### config.mk
export PLATFORM = sky130hd
export DESIGN_NAME = pc_trace_buf
export DESIGN_NICKNAME = d
export VERILOG_FILES = /design/src/rtl/unisys_trace_pkg.sv /design/src/rtl/trace_ram.sv /design/src/rtl/pc_trace_buf.sv
export SDC_FILE = /design/constraint.sdc
export NUM_CORES = 2
export LEC_CHECK = 0
export ABC_AREA = 1
export CAP_MARGIN = 40
export CELL_PAD_IN_SITES_DETAIL_PLACEMENT = 0
export CELL_PAD_IN_SITES_GLOBAL_PLACEMENT = 1
export CORE_MARGIN = 8
export CORE_UTILIZATION = 45
export CTS_BUF_LIST = sky130_fd_sc_hd__clkbuf_16
export CTS_CLUSTER_DIAMETER = 200
export CTS_CLUSTER_SIZE = 12
export DETAILED_ROUTE_END_ITERATION = 10
export DONT_BUFFER_PORTS = 1
export HOLD_SLACK_MARGIN = 0.03
export PLACE_DENSITY_LB_ADDON = 0.1
export SKIP_LAST_GASP = 1
export SLEW_MARGIN = 10
export SYNTH_ARGS = -nofsm -noshare
export SYNTH_HDL_FRONTEND = slang
export SYNTH_SLANG_ARGS = --single-unit
### constraint.sdc
create_clock -name clk -period 5.9 [get_ports clk]
set_clock_uncertainty 0.15 [all_clocks]
set_input_delay 0.59 -clock clk [delete_from_list [all_inputs] [get_ports clk]]
set_output_delay 0.59 -clock clk [all_outputs]
set_load 0.05 [all_outputs]
### src/rtl/unisys_trace_pkg.sv
// Shared definitions for the PC trace buffer: register map, CTRL/STATUS bit
// positions and the capture FSM encoding.
package unisys_trace_pkg;

  localparam logic [4:0] REG_CTRL      = 5'h00;
  localparam logic [4:0] REG_STATUS    = 5'h04;
  localparam logic [4:0] REG_TRIG_PC   = 5'h08;
  localparam logic [4:0] REG_READ_IDX  = 5'h0C;
  localparam logic [4:0] REG_READ_DATA = 5'h10;

  localparam int unsigned CTRL_EN_BIT      = 0;
  localparam int unsigned CTRL_MODE_BIT    = 1;
  localparam int unsigned CTRL_CLR_BIT     = 2;
  localparam int unsigned CTRL_TRIG_EN_BIT = 3;

  localparam int unsigned ST_COUNT_W   = 16;
  localparam int unsigned ST_FULL_BIT  = 16;
  localparam int unsigned ST_OVF_BIT   = 17;
  localparam int unsigned ST_FSM_LSB   = 18;
  localparam int unsigned ST_W         = 20;

  typedef enum logic [1:0] {
    ST_IDLE    = 2'd0,
    ST_ARMED   = 2'd1,
    ST_CAPTURE = 2'd2,
    ST_STOPPED = 2'd3
  } trace_state_e;

  typedef struct packed {
    logic trig_en;
    logic mode;
    logic en;
  } ctrl_t;

endpackage

### src/rtl/trace_ram.sv
// Trace storage: one synchronous write port, one combinational read port.
// Contents are intentionally not reset.
module trace_ram #(
  parameter int unsigned XLEN  = 32,
  parameter int unsigned DEPTH = 64,
  localparam int unsigned AW   = $clog2(DEPTH)
) (
  input  logic            clk,
  input  logic            we_i,
  input  logic [AW-1:0]   waddr_i,
  input  logic [XLEN-1:0] wdata_i,
  input  logic [AW-1:0]   raddr_i,
  output logic [XLEN-1:0] rdata_o
);

  logic [XLEN-1:0] mem [DEPTH];

  always_ff @(posedge clk) begin
    if (we_i) mem[waddr_i] <= wdata_i;
  end

  assign rdata_o = mem[raddr_i];

endmodule

### src/rtl/pc_trace_buf.sv
// PC trace buffer: records the PC on each entry into the fetch state into a
// circular buffer, controlled and read back through a small register slave.
module pc_trace_buf
  import unisys_trace_pkg::*;
#(
  parameter int unsigned        XLEN        = 32,
  parameter int unsigned        DEPTH       = 64,
  parameter int unsigned        STATE_W     = 5,
  parameter logic [STATE_W-1:0] FETCH_STATE = STATE_W'(1)
) (
  input  logic               clk,
  input  logic               rst,
  input  logic [STATE_W-1:0] core_state,
  input  logic [XLEN-1:0]    pc,
  input  logic               bus_req,
  input  logic               bus_wen,
  input  logic [4:0]         bus_addr,
  input  logic [XLEN-1:0]    bus_dat_i,
  output logic [XLEN-1:0]    bus_dat_o,
  output logic               bus_ready
);

  localparam int unsigned AW = $clog2(DEPTH);
  localparam int unsigned CW = AW + 1;

  ctrl_t             ctrl_q, ctrl_d;
  logic [XLEN-1:0]   trig_pc_q, trig_pc_d;
  logic [XLEN-1:0]   read_idx_q, read_idx_d;
  logic [CW-1:0]     cnt_q, cnt_d;
  logic [AW-1:0]     wptr_q, wptr_d;
  logic [AW-1:0]     optr_q, optr_d;
  logic              ovf_q, ovf_d;
  trace_state_e      state_q, state_d;
  logic [STATE_W-1:0] prev_state_q, prev_state_d;
  logic              ready_q, ready_d;
  logic [XLEN-1:0]   dat_q, dat_d;

  logic              rd_fire, wr_fire, clr_wr, fetch_evt, full, accept, ram_we;
  logic [4:0]        reg_off;
  ctrl_t             new_ctrl;
  logic [ST_W-1:0]   status_w;
  logic [XLEN-1:0]   ctrl_rd, read_data_w, ram_rdata;
  logic [AW-1:0]     ram_raddr;
  logic              unused_addr;

  assign unused_addr = ^bus_addr[1:0];
  assign reg_off     = {bus_addr[4:2], 2'b00};
  assign wr_fire     = bus_req & ~ready_q & bus_wen;
  assign rd_fire     = bus_req & ~ready_q & ~bus_wen;
  assign clr_wr      = wr_fire && (reg_off == REG_CTRL) && bus_dat_i[CTRL_CLR_BIT];
  assign fetch_evt   = (core_state == FETCH_STATE) && (prev_state_q != FETCH_STATE);
  assign full        = (cnt_q == CW'(DEPTH));

  assign new_ctrl.en      = bus_dat_i[CTRL_EN_BIT];
  assign new_ctrl.mode    = bus_dat_i[CTRL_MODE_BIT];
  assign new_ctrl.trig_en = bus_dat_i[CTRL_TRIG_EN_BIT];

  // READ_DATA is indexed relative to the oldest entry; out-of-range reads 0.
  assign ram_raddr   = optr_q + read_idx_q[AW-1:0];
  assign read_data_w = (read_idx_q < XLEN'(cnt_q)) ? ram_rdata : '0;

  always_comb begin
    status_w                       = '0;
    status_w[ST_COUNT_W-1:0]       = ST_COUNT_W'(cnt_q);
    status_w[ST_FULL_BIT]          = full;
    status_w[ST_OVF_BIT]           = ovf_q;
    status_w[ST_FSM_LSB +: 2]      = state_q;
    ctrl_rd                        = '0;
    ctrl_rd[CTRL_EN_BIT]           = ctrl_q.en;
    ctrl_rd[CTRL_MODE_BIT]         = ctrl_q.mode;
    ctrl_rd[CTRL_TRIG_EN_BIT]      = ctrl_q.trig_en;
  end

  trace_ram #(
    .XLEN  (XLEN),
    .DEPTH (DEPTH)
  ) u_ram (
    .clk     (clk),
    .we_i    (ram_we),
    .waddr_i (wptr_q),
    .wdata_i (pc),
    .raddr_i (ram_raddr),
    .rdata_o (ram_rdata)
  );

  // Bus slave, register writes and capture FSM; all decisions use pre-write state.
  always_comb begin
    ctrl_d       = ctrl_q;
    trig_pc_d    = trig_pc_q;
    read_idx_d   = read_idx_q;
    cnt_d        = cnt_q;
    wptr_d       = wptr_q;
    optr_d       = optr_q;
    ovf_d        = ovf_q;
    state_d      = state_q;
    prev_state_d = core_state;
    ready_d      = bus_req & ~ready_q;
    dat_d        = '0;
    ram_we       = 1'b0;
    accept       = 1'b0;

    if (rd_fire) begin
      case (reg_off)
        REG_CTRL:      dat_d = ctrl_rd;
        REG_STATUS:    dat_d = XLEN'(status_w);
        REG_TRIG_PC:   dat_d = trig_pc_q;
        REG_READ_IDX:  dat_d = read_idx_q;
        REG_READ_DATA: dat_d = read_data_w;
        default:       dat_d = '0;
      endcase
    end

    if (wr_fire) begin
      case (reg_off)
        REG_CTRL:     ctrl_d     = new_ctrl;
        REG_TRIG_PC:  trig_pc_d  = bus_dat_i;
        REG_READ_IDX: read_idx_d = bus_dat_i;
        default: ;
      endcase
    end

    if (clr_wr) begin
      cnt_d  = '0;
      wptr_d = '0;
      optr_d = '0;
      ovf_d  = 1'b0;
      if (!new_ctrl.en)          state_d = ST_IDLE;
      else if (new_ctrl.trig_en) state_d = ST_ARMED;
      else                       state_d = ST_CAPTURE;
    end else if (!ctrl_q.en) begin
      state_d = ST_IDLE;
    end else begin
      case (state_q)
        ST_IDLE:    state_d = ctrl_q.trig_en ? ST_ARMED : ST_CAPTURE;
        ST_ARMED:   accept  = fetch_evt && (pc == trig_pc_q);
        ST_CAPTURE: accept  = fetch_evt;
        default: ;
      endcase
      if (accept) begin
        if (full && ctrl_q.mode) begin
          state_d = ST_STOPPED;
          ovf_d   = 1'b1;
        end else begin
          state_d = ST_CAPTURE;
          ram_we  = 1'b1;
          wptr_d  = wptr_q + AW'(1);
          if (full) begin
            optr_d = optr_q + AW'(1);
            ovf_d  = 1'b1;
          end else begin
            cnt_d  = cnt_q + CW'(1);
          end
        end
      end
    end
  end

  always_ff @(posedge clk) begin
    if (!rst) begin
      ctrl_q       <= '0;
      trig_pc_q    <= '0;
      read_idx_q   <= '0;
      cnt_q        <= '0;
      wptr_q       <= '0;
      optr_q       <= '0;
      ovf_q        <= 1'b0;
      state_q      <= ST_IDLE;
      prev_state_q <= '0;
      ready_q      <= 1'b0;
      dat_q        <= '0;
    end else begin
      ctrl_q       <= ctrl_d;
      trig_pc_q    <= trig_pc_d;
      read_idx_q   <= read_idx_d;
      cnt_q        <= cnt_d;
      wptr_q       <= wptr_d;
      optr_q       <= optr_d;
      ovf_q        <= ovf_d;
      state_q      <= state_d;
      prev_state_q <= prev_state_d;
      ready_q      <= ready_d;
      dat_q        <= dat_d;
    end
  end

  assign bus_ready = ready_q;
  assign bus_dat_o = dat_q;

endmodule
==> out/metrics.cfg <==
[run_status]
status=completed

[drt]
wire_per_inst_um=26.1
drcViolationCount=0
via_count=59401
firstDrtPassIters=8
drt_iter0_markers=6051
wirelength_mm=280
drtAntennaViolNets=0
via_per_inst=5.54

[worst_hold_path]
hold_class=in2reg

[final_layout]
finalNetCount=8124
drive_above_1_share_pct=6.62
final_util_pct=50.8
stdcell_area_um2=99900
stdcell_count=10727
syn_to_final_growth_pct=12.5
fill_cells=17231

[power_and_ir_drop]
vdd_drop_max_v=0.000247
p_leak_nw=36.1
p_per_area_nw_per_um2=296

[floorplanning]
core_um2=197000
die_y_um=460
die_area_um2=212000
start_util_pct=45.1
boundaryPins=111
core.rowCount=163
die_w_um=460

[synthesis]
synth_nets=8079
yosysSeqAreaShare_pct=72.2
synth_top_area_share_pct=69.3
synth_commonest_cells=nand2_1, edfxtp_1, nand3_1, clkbuf_1, nor2_1
synth-main-ff-cell=edfxtp_1
yosysWarnings=0
synth.most_common_cell=nand2_1
avgSynthCellArea_um2=11.1
ys_seq_elements=2175
synth_edf_count=2048
synthesis.area_um2=88700
synth_top_area_cell=edfxtp_1
synth_top_cells_by_area=edfxtp_1, nand2_1, nand3_1, dfxtp_1, clkbuf_1
async_flop_share_pct=0
syn_inst=7982
synth.distinct_cells=37

[worst_setup_path]
rrSetupSlack_ps=1610
reg2reg_from=optr_q[0]$_SDFFE_PP0P_
worstPathRequired_ps=6450
cp-start-kind=register
crit_fanout=62
ff2ff_path_depth=14
cp.arrival_ps=4850
crit_path_end_kind=register
critPathKind=reg2reg
reg2reg_to=bus_dat_o[15]$_SDFF_PN0_
startpoint=optr_q[0]$_SDFFE_PP0P_
crit_path_end=bus_dat_o[15]$_SDFF_PN0_

[global_routing]
grt_pass1_vias=55480
grt_pass1_wl_mm=399
overflow=0
antenna_found_initial=27
grt_util_all_layers_pct=25.8
grt_max_degree=132

[placement]
io_buffer_count=0
gp_congestion=0.869
placed_area_um2=92600
preCtsSetupSlack_ps=1550
dp_hpwl_mm=145
dp_cells=10340

[timing]
timing.final.crit_share_pct=72.8
maxSlewViolCount=0
hold_violations=0
slew_headroom_pct=34.4
fin_setup_tns_ps=0
final.setup.worst_slack_ps=1610
min_period_ps=4290
worstMarginPinSlew_ps=976
rsz0062_at_grt=false
setup_viol=0
fmax_mhz=233

[flow_run]
drv_cap=0

[clocking]
clk_latency_ps=850
ctsRootBufferMaster=clkbuf_16
postCtsSetupBuffers=0
clock_path_buffers=3
cts_max_level=4
cts.hold.buffers_added=125
numCtsBuffers=199
clock_sinks=2175
cts_resized=0
cts_tree=built
clkTransAtPathRegs_ps=70

cell families after synthesis:
kind of cell / count (synthesis) / share of synthesized area [%]
simple gates: 4916 / 23.0
xor+xnor: 30 / 0.296
compound gates: 256 / 1.58
buf+inv: 586 / 2.65
flops: 2175 / 72.2
fa+ha+maj: 19 / 0.276
power by group:
part,leakage [nW],internal [W],switching (W),total [W]
registers,19.4,0.0169,0.0000116,0.0169
logic,14.0,0.000281,0.000830,0.00111
clock network,2.74,0.00612,0.00546,0.0116
total,36.1,0.0233,0.00631,0.0296
metrics by stage:
stage / hold slack [ps] / total power, W
global route: 111 / 0.0304
finish: 108 / 0.0296
global placement: 306 / 0.0179
CTS: 44.8 / 0.0298
floorplan: 286 / 0.0176
detailed placement: 310 / 0.0179
final cells by class:
cell class,instances,area (um^2),share of cell area [%]
Sequential cell,2175,64000,64.1
Multi-Input combinational cell,5221,22900,22.9
Clock buffer,205,5130,5.14
Timing Repair Buffer,322,3800,3.80
Tap cell,2640,3300,3.31
Inverter,108,433,0.433
Clock inverter,39,230,0.231
Antenna cell,17,42.5,0.0426
worst max-delay path, stage by stage (launching register included):
cell and delay, ps:
dfxtp_1 440, ha_4 160, inv_1 50, fa_4 830, inv_8 490, buf_12 370
nand3_1 120, nand2_1 140, nand2_1 60, nand3_1 120, nand3_1 390, nand2_1 280
nand2_1 160, nand3_1 170, a21oi_1 100
state kept, by name (all words and copies together), names as in the netlist:
register and flops:
optr_q 6, ovf_q 1, trig_pc_q 32, u_ram.mem 2048, bus_ready 1, prev_state_q 5, read_idx_q 32, bus_dat_o 32
state_q 2, ctrl_q 3, wptr_q 6, cnt_q 7
placed cells by master (no fill, tap or decap), drive strengths merged:
cell type,count
fa,1
nand2,3222
a21boi,2
o22ai,20
edfxtp,2048
nand4,17
diode,17
xor2,17
o21ai,106
a22oi,21
ha,18
xnor2,13
dlygate4sd3,92
nor2,203
clkbuf,205
a21oi,97
o2111ai,1
nand3b,3
clkinv,5
dfxtp,127
a221oi,7
inv,142
nand3,1448
nor4,6
o211ai,2
nor3,16
nor3b,1
buf,230
metal layers:
| metal | share of wire, % | GRT usage [%] | up-vias |
|---|---|---|---|
| met5 | 0.034 | 0 | - |
| met4 | 3.2 | 8.25 | 14 |
| met3 | 7.7 | 5.01 | 401 |
| met2 | 46 | 40.8 | 1990 |
| met1 | 43 | 36.2 | 29445 |
| li1 | - | - | 27551 |
how the worst min path moves through the flow:
stage,from,depth (start not counted),slack (ps),end
CTS,bus_dat_i[2],5,40,wptr_q[1]$_SDFFE_PP0P_
detailed placement,ctrl_q[1]$_SDFFE_PN0P_,2,310,ctrl_q[1]$_SDFFE_PN0P_
floorplan,ovf_q$_SDFFE_PP0P_,2,290,ovf_q$_SDFFE_PP0P_
global route,bus_dat_i[2],5,110,wptr_q[1]$_SDFFE_PP0P_
finish,bus_dat_i[2],5,110,wptr_q[1]$_SDFFE_PP0P_
global placement,ctrl_q[1]$_SDFFE_PN0P_,2,310,ctrl_q[1]$_SDFFE_PN0P_
Power figures use the tool's default switching activity.
